--- src/rtl/alu_pkg.sv ---
// Package: alu_pkg
//   Shared ALU-control encodings for the MIPS ALU and its adder.
//   Contents:
//     CTL_*       4-bit operation codes driven by the ALU-control decode
//     ctl_is_sub  true for operations that run the adder in subtract mode
package alu_pkg;

    localparam logic [3:0] CTL_AND = 4'b0000;
    localparam logic [3:0] CTL_OR  = 4'b0001;
    localparam logic [3:0] CTL_ADD = 4'b0010;
    localparam logic [3:0] CTL_SUB = 4'b0110;
    localparam logic [3:0] CTL_SLT = 4'b0111;
    localparam logic [3:0] CTL_NOR = 4'b1100;
    localparam logic [3:0] CTL_XOR = 4'b1101;

    // SLT compares via a-b, so it shares the subtract path with SUB.
    function automatic logic ctl_is_sub(input logic [3:0] ctl);
        return (ctl == CTL_SUB) || (ctl == CTL_SLT);
    endfunction

endpackage

--- src/rtl/alu_addsub.sv ---
// Module: alu_addsub
//   Shared adder for ADD, SUB and SLT: sum = a + (sub ? ~b : b) + sub,
//   modulo 2^WIDTH.
//   Ports:
//     a, b   in   WIDTH  operands
//     sub    in   1      1 selects a-b, 0 selects a+b
//     sum    out  WIDTH  wrapped result
//     sa     out  1      sign bit of a
//     sb     out  1      sign bit of b (the original operand, not inverted)
//     ovf    out  1      signed overflow of the selected operation
//   Configuration: ovf exists only when ALU_OVF_EN is defined.
module alu_addsub
    import alu_pkg::*;
#(
    parameter int unsigned WIDTH = 32
) (
    input  logic [WIDTH-1:0] a,
    input  logic [WIDTH-1:0] b,
    input  logic             sub,
    output logic [WIDTH-1:0] sum,
    output logic             sa,
    output logic             sb
`ifdef ALU_OVF_EN
    ,
    output logic             ovf
`endif
);

    logic [WIDTH-1:0] b_eff;

    always_comb begin
        b_eff = b ^ {WIDTH{sub}};
        sum   = a + b_eff + WIDTH'(sub);
        sa    = a[WIDTH-1];
        sb    = b[WIDTH-1];
    end

`ifdef ALU_OVF_EN
    // Overflow when the effective operands agree in sign but the result does not.
    always_comb begin
        if (sub)
            ovf = (sa != sb) && (sum[WIDTH-1] != sa);
        else
            ovf = (sa == sb) && (sum[WIDTH-1] != sa);
    end
`endif

endmodule

--- src/rtl/mips_alu.sv ---
// Module: mips_alu
//   32-bit MIPS-style integer ALU with combinational result/zero flag and a
//   one-cycle registered copy for pipelined consumers.
//   Ports:
//     clk    in   1      clock (registered outputs only)
//     rst_n  in   1      synchronous active-low reset
//     ctl    in   4      operation select (alu_pkg::CTL_*)
//     a, b   in   WIDTH  operands
//     out    out  WIDTH  combinational result (0 for unused ctl codes)
//     z      out  1      1 iff out == 0
//     out_q  out  WIDTH  out registered (reset 0)
//     z_q    out  1      z registered (reset 1)
//     ovf    out  1      signed overflow for ADD/SUB   (ALU_OVF_EN only)
//     ovf_q  out  1      ovf registered (reset 0)      (ALU_OVF_EN only)
//   Configuration macro: ALU_OVF_EN adds the ovf/ovf_q ports.
module mips_alu
    import alu_pkg::*;
#(
    parameter int unsigned WIDTH = 32
) (
    input  logic             clk,
    input  logic             rst_n,
    input  logic [3:0]       ctl,
    input  logic [WIDTH-1:0] a,
    input  logic [WIDTH-1:0] b,
    output logic [WIDTH-1:0] out,
    output logic             z,
    output logic [WIDTH-1:0] out_q,
    output logic             z_q
`ifdef ALU_OVF_EN
    ,
    output logic             ovf,
    output logic             ovf_q
`endif
);

    logic [WIDTH-1:0] sum;
    logic             sa;
    logic             sb;
    logic             less;
`ifdef ALU_OVF_EN
    logic             add_ovf;
`endif

    alu_addsub #(
        .WIDTH(WIDTH)
    ) u_addsub (
        .a  (a),
        .b  (b),
        .sub(ctl_is_sub(ctl)),
        .sum(sum),
        .sa (sa),
        .sb (sb)
`ifdef ALU_OVF_EN
        ,
        .ovf(add_ovf)
`endif
    );

    // Signed less-than that survives overflow of a-b: differing signs decide
    // directly, otherwise the difference cannot overflow and its sign is exact.
    always_comb begin
        less = (sa != sb) ? sa : sum[WIDTH-1];
    end

    always_comb begin
        out = '0;
        unique case (ctl)
            CTL_AND: out = a & b;
            CTL_OR:  out = a | b;
            CTL_ADD: out = sum;
            CTL_SUB: out = sum;
            CTL_SLT: out = WIDTH'(less);
            CTL_NOR: out = ~(a | b);
            CTL_XOR: out = a ^ b;
            default: out = '0;
        endcase
        z = (out == '0);
    end

`ifdef ALU_OVF_EN
    always_comb begin
        ovf = ((ctl == CTL_ADD) || (ctl == CTL_SUB)) ? add_ovf : 1'b0;
    end
`endif

    always_ff @(posedge clk) begin
        if (!rst_n) begin
            out_q <= '0;
            z_q   <= 1'b1;
`ifdef ALU_OVF_EN
            ovf_q <= 1'b0;
`endif
        end else begin
            out_q <= out;
            z_q   <= z;
`ifdef ALU_OVF_EN
            ovf_q <= ovf;
`endif
        end
    end

endmodule

--- config.mk ---
export PLATFORM = sky130hd
export DESIGN_NAME = mips_alu
export DESIGN_NICKNAME = d
export VERILOG_FILES = /design/src/rtl/alu_pkg.sv /design/src/rtl/alu_addsub.sv /design/src/rtl/mips_alu.sv
export SDC_FILE = /design/constraint.sdc
export NUM_CORES = 1
export LEC_CHECK = 0
export CORE_ASPECT_RATIO = 1.25
export CORE_MARGIN = 3
export CORE_UTILIZATION = 48
export CTS_BUF_LIST = sky130_fd_sc_hd__clkbuf_8
export DETAILED_ROUTE_END_ITERATION = 12
export GPL_TIMING_DRIVEN = 0
export PLACE_DENSITY = 0.76
export SETUP_SLACK_MARGIN = 0.4
export SLEW_MARGIN = 0
export SYNTH_ARGS = -nofsm -noshare
export SYNTH_HDL_FRONTEND = slang
export SYNTH_SLANG_ARGS = --single-unit
--- constraint.sdc ---
create_clock -name clk -period 7.51 [get_ports clk]
set_clock_uncertainty 0.1 [all_clocks]
set_input_delay 1.502 -clock clk [delete_from_list [all_inputs] [get_ports clk]]
set_output_delay 1.502 -clock clk [all_outputs]
set_load 0.02 [all_outputs]
==> results.sh, run 1 <==
export IMPL_detail_route_antenna_nets=0
export IMPL_vias=6700
export IMPL_setup_viol=0
export IMPL_cts_tree="built"
export IMPL_relSlewSlack_pct=35.9
export IMPL_setup_ws_ps=413
export IMPL_dieArea_um2=13400
export IMPL_worst_pin_slew_ps=949
export IMPL_synth_cells=767
export IMPL_syn_avg_cell_area_um2=7.53
export IMPL_die_y_um=129
export IMPL_clk_pin_slew_worst_paths_ps=70
export IMPL_busiest_layer="met2"
export IMPL_end_kind="primary output"
export IMPL_syn2layout_area_growth_pct=39.5
export IMPL_ys_types=92
export IMPL_fin_crit_ps=7100
export IMPL_grt_pass1_vias=6620
export IMPL_start_util_pct=49.5
export IMPL_fin_hold_ws_ps=1730
export IMPL_synth_edf_count=0
export IMPL_worstPathRequired_ps=5910
export IMPL_p_per_area_nw_per_um2=119
export IMPL_cts_max_level=2
export IMPL_grt_overflow_total=0
export IMPL_hold_viol=0
export IMPL_syn_area_um2=5780
export IMPL_drive_gt1_share_pct=15.9
export IMPL_rsz0062_at_grt="true"
export IMPL_hp_class="input port to flop"
export IMPL_max_freq_mhz=141
export IMPL_crit_path_max_fanout=6
export IMPL_yosysSeqAreaShare_pct=11.4
export IMPL_status="complete, no violations"
export IMPL_post_drt_via_cell_ratio=6.13
export IMPL_p_leak_uw=0.00349
export IMPL_rows=44
export IMPL_cts_sinks=33
export IMPL_placedInstanceArea_um2=7330
export IMPL_grt_max_degree=12
export IMPL_diodes=0
export IMPL_layout_nets=1097
export IMPL_min_period_over_period_pct=94.5
export IMPL_drv_cap=0
export IMPL_slew_viol_final=0
export IMPL_wire_per_inst_um=20.7
export IMPL_hpwl_um=18100
export IMPL_grt_use_total_pct=32.4
export IMPL_fp_dieW_um=104
export IMPL_drc_errors=0
export IMPL_ys_async_sr_fraction_pct=0
export IMPL_globalRouteMet2Util_pct=62.4
export IMPL_grtUsageMet1_pct=32.7
export IMPL_fillers=1020
export IMPL_ctsHoldBuffers=0
export IMPL_antenna_found_initial=0
export IMPL_io_pins=136
export IMPL_finalInstanceArea_um2=8060
export IMPL_worst_setup_path_start_kind="input port"
export IMPL_drt_iter0_drc=492
export IMPL_met3_usage_pct=3.61
export IMPL_synth_net_count=933
export IMPL_crit_type="input port to primary output"
export IMPL_cp_data_arrival_time_ps=5500
export IMPL_ys_seq_elements=33
export IMPL_ir_drop_v=0.000104
export IMPL_port_buffers=134
export IMPL_cts_root_buf="clkbuf_8"
export IMPL_pre_cts_slack_ps=-2180
export IMPL_yosysWarnings=0
export IMPL_drt_pass1_iter_count=5
export IMPL_routed_wirelength_um=22600
export IMPL_cts_buffer_depth=2
export IMPL_core_um2=11700
export IMPL_gp_congestion=0.928
export IMPL_synth_top_flop_cell="dfxtp_1"
export IMPL_cts_buffers=5
export IMPL_grt_first_pass_wirelength_um=34600
-- critical path, stage by stage --
cell and delay [ps]:
buf_8 100, buf_6 120, buf_12 130, clkbuf_16 150, and3b_1 180, buf_6 140
buf_12 150, xnor2_4 150, fa_2 400, a21o_1 210, a221o_2 440, a31oi_4 250
a211oi_2 120, or4_4 510, a311oi_2 280, o2111ai_1 160, nand4b_4 220, nor2_4 130
buf_6 130
-- stage by stage --
stage / instances / utilization (%) / setup TNS (ps) / power [µW]
final: 1093 / 69.1 / 0 / 961
after global routing: 1093 / 69.1 / 0 / 1020
after CTS: 1079 / 66.3 / 0 / 917
after detailed placement: 1062 / 62.8 / -37980 / 759
after global placement: 1062 / 62.8 / -36770 / 748
after floorplan: 767 / - / 0 / 547
-- flip-flops by register name, summed over array words and instances, names as in the netlist --
register and count:
z_q 1, out_q 32
-- synth_stat cells, types with 14 or more instances --
cell      count  area (µm²)
a22oi_1      16         120
nand2_1      55         206
dfxtp_1      33         661
a21oi_1      40         200
a221oi_1     14         123
o21ai_0      32         160
nand3_1      16        80.1
nor2_1       41         154
inv_1        80         300
nand4_1      17         106
xnor2_1      39         342
ha_1         95        1190
clkbuf_1     32         120
and2_1       32         200
-- cell usage in the layout, fill, tap and decap left out, drive strengths merged, types with 5 or more instances in the layout --
master,synthesis,final
a211oi,12,12
nor4,7,7
a211o,8,8
clkdlybuf4s50,0,119
ha,95,95
a31oi,8,8
a22oi,16,16
nor2,41,41
nand4,17,17
o211ai,12,12
nand3,16,16
dfxtp,33,33
a21o,11,11
a221o,5,5
o31ai,6,6
and2,33,33
inv,80,80
or3,12,12
o21a,5,5
xnor2,39,39
clkbuf,34,33
a21oi,43,43
o21ai,41,41
and3,8,8
dlygate4sd2,0,11
nand2,55,55
o221ai,5,5
buf,15,46
nor3,13,13
a221oi,14,14
-- area by class of cell --
| class | count | area [µm²] | area share (%) |
|---|---|---|---|
| Buffer | 49 | 360 | 4.47 |
| Tap cell | 161 | 201 | 2.50 |
| Inverter | 81 | 304 | 3.77 |
| Timing Repair Buffer | 157 | 1520 | 18.9 |
| Multi-Input combinational cell | 604 | 4930 | 61.1 |
| Clock inverter | 3 | 17.5 | 0.217 |
| Clock buffer | 5 | 68.8 | 0.853 |
| Sequential cell | 33 | 661 | 8.19 |
-- metal layers --
layer,share of wire [%],wire length (µm)
met1,35,7950
met2,51,11600
met3,5.6,1260
met4,8.0,1800
met5,0,0
-- cell families after synthesis --
| group | Yosys count | synth area share [%] |
|---|---|---|
| buffers and inverters | 130 | 9.42 |
| AND/OR/NAND/NOR | 231 | 21.9 |
| adder cells (fa/ha/maj) | 96 | 20.9 |
| multiplexers | 5 | 0.888 |
| AO/OA/AOI/OAI | 229 | 28.9 |
| flip-flops | 33 | 11.4 |
| XOR/XNOR | 43 | 6.52 |
-- what timing repair did --
| item | CTS | global route |
|---|---|---|
| endpoints found under the setup margin | 35 | 22 |
| setup buffers | 8 | 14 |
| cloned | 1 | 0 |
| endpoints found under the hold margin | 0 | 0 |
| pin swaps | 10 | 23 |
| resized for setup | 93 | 58 |
-- worst paths after layout --
check	start	to	slack (ps)	cells past startpoint
max	ctl[1]	z	410	19
min	ctl[1]	out_q[0]$_SDFF_PN0_	1730	4
-- where the power goes --
group          internal, µW  switching, µW  total [µW]  leakage, µW
sequential              187           2.90         190     0.000270
clock                  63.9           67.9         132    0.0000439
combinational           271            368         639      0.00318
total                   522            439         961      0.00349
No activity file was read; power rests on OpenSTA's default activity.
==> run 2: changes to the inputs <==
Settings changed: MAX_ROUTING_LAYER set to met4.
==> results.sh, run 2 (same netlist as run 1, synthesis figures left out) <==
export IMPL_cts_buffer_depth=2
export IMPL_wire_per_inst_um=20.8
export IMPL_regMostFlops="out_q"
export IMPL_hold_viol=0
export IMPL_grt_overflow_total=0
export IMPL_relSlewSlack_pct=31.6
export IMPL_p_per_area_nw_per_um2=119
export IMPL_port_buffers=134
export IMPL_status="complete, no violations"
export IMPL_cp_data_arrival_time_ps=5510
export IMPL_cts_tree="built"
export IMPL_multi_input_area_um2=4820
export IMPL_p_sw_share_pct=45.3
export IMPL_max_freq_mhz=141
export IMPL_grt_use_total_pct=34.1
export IMPL_hpwl_um=18200
export IMPL_register_area_um2=661
export IMPL_mostFrequentLayoutCells="clkdlybuf4s50_1 (123), ha_1 (91), inv_1 (80)"
export IMPL_min_from="ctl[1]"
export IMPL_start_util_pct=49.5
export IMPL_largest_register_ffs=32
export IMPL_setup_ws_ps=400
export IMPL_vias=6651
export IMPL_grt_max_degree=12
export IMPL_internal_power_uw=520
export IMPL_crit_type="input port to primary output"
export IMPL_detail_route_antenna_nets=0
export IMPL_antenna_found_initial=0
export IMPL_drive_gt1_share_pct=14.6
export IMPL_fin_util_pct=68.4
export IMPL_fillers=991
export IMPL_ir_drop_v=0.000102
export IMPL_worstPathRequired_ps=5910
export IMPL_post_drt_via_cell_ratio=6.08
export IMPL_whs_endpoint="out_q[0]$_SDFF_PN0_"
export IMPL_fp_dieW_um=104
export IMPL_combPwrFrac_pct=66.4
export IMPL_hold_depth=4
export IMPL_pwr_share_seq_pct=19.9
export IMPL_diodes=0
export IMPL_io_pins=136
export IMPL_layout_nets=1098
export IMPL_routed_wirelength_um=22800
export IMPL_fin_crit_ps=7110
export IMPL_clk_pin_slew_worst_paths_ps=70
export IMPL_min_period_over_period_pct=94.7
export IMPL_drv_cap=0
export IMPL_die_y_um=129
export IMPL_drt_pass1_iter_count=5
export IMPL_power_switching_uw=431
export IMPL_pre_cts_slack_ps=-2210
export IMPL_ctsHoldBuffers=0
export IMPL_worst_pin_slew_ps=1010
export IMPL_cts_sinks=33
export IMPL_slew_viol_final=0
export IMPL_cts_root_buf="clkbuf_8"
export IMPL_p_leak_uw=0.00352
export IMPL_end_kind="primary output"
export IMPL_worst_setup_path_start_kind="input port"
export IMPL_top_regs="out_q (32), z_q (1)"
export IMPL_cts_buffers=5
export IMPL_finalInstanceArea_um2=7980
export IMPL_setup_viol=0
export IMPL_grt_first_pass_wirelength_um=35100
export IMPL_core_um2=11700
export IMPL_placedInstanceArea_um2=7330
export IMPL_dieArea_um2=13400
export IMPL_rsz0062_at_grt="true"
export IMPL_drt_iter0_drc=492
export IMPL_drc_errors=0
export IMPL_rows=44
export IMPL_grt_pass1_vias=6617
export IMPL_hp_class="input port to flop"
export IMPL_syn2layout_area_growth_pct=38.0
export IMPL_layout_commonest_cell="clkdlybuf4s50_1"
export IMPL_p_clk_share_pct=13.7
export IMPL_cts_max_level=2
export IMPL_crit_path_max_fanout=5
export IMPL_gp_congestion=0.949
run 2: timing repair:
| action | 4_1_cts | 5_1_grt |
|---|---|---|
| setup buffers | 22 | 1 |
| pin swaps | 17 | 5 |
| cloned | 1 | 0 |
| setup endpoints to repair | 35 | 10 |
| hold endpoints to repair | 0 | 0 |
| gates resized for setup | 95 | 18 |
run 2: per-stage QoR:
| step | std cells | TNS (ps) | power, µW | hold WS [ps] |
|---|---|---|---|---|
| 3_3_place_gp | 1062 | -36820 | 748 | 2060 |
| 4_1_cts | 1093 | 0 | 933 | 1750 |
| 5_1_grt | 1094 | 0 | 1010 | 1770 |
| 6_report | 1094 | 0 | 951 | 1750 |
| 3_5_place_dp | 1062 | -38540 | 759 | 2080 |
| 2_1_floorplan | 767 | 0 | 547 | 1520 |
run 2: worst max-delay path by stage:
stage	startpoint	endpoint	slack, ps	cells after the start
3_3_place_gp	ctl[1]	z	-2180	20
2_1_floorplan	ctl[1]	z	430	17
6_report	ctl[1]	z	400	19
5_1_grt	ctl[3]	z	320	18
4_1_cts	ctl[1]	z	400	19
3_5_place_dp	ctl[1]	z	-2210	20
run 2: layer usage:
layer | global-route usage (%) | part of all wire (%) | vias up
met3 | 3.41 | 4.4 | 84
met4 | 18.5 | 6.4 | 0
li1 | - | - | 3124
met5 | - | 0 | -
met1 | 33.4 | 36 | 3143
met2 | 66.1 | 53 | 300
run 2: power groups by stage:
stage	logic, µW	clock network [µW]	registers, µW
final	631	131	189
after global routing	675	145	191
after CTS	611	132	190
after detailed placement	565	0	194
after global placement	555	0	193
after floorplan	338	0	209
run 2: area by class of cell:
| type | instances | area share, % |
|---|---|---|
| Multi-Input combinational cell | 604 | 60.4 |
| Buffer | 49 | 4.69 |
| Inverter | 81 | 3.81 |
| Clock buffer | 5 | 0.863 |
| Timing Repair Buffer | 158 | 19.2 |
| Sequential cell | 33 | 8.28 |
| Clock inverter | 3 | 0.220 |
| Tap cell | 161 | 2.53 |
run 2: worst max-delay path, stage by stage:
cell and delay [ps]:
buf_4 130, buf_6 120, buf_12 120, clkbuf_16 140, and3b_1 170, clkbuf_8 150, clkbuf_16 170, xnor2_4 150
fa_2 390, a21o_1 200, a221o_2 450, a31oi_4 250, a211oi_2 120, or4_4 520, a311oi_2 270, o2111ai_1 180
nand4b_4 220, nor2_2 120, buf_6 130
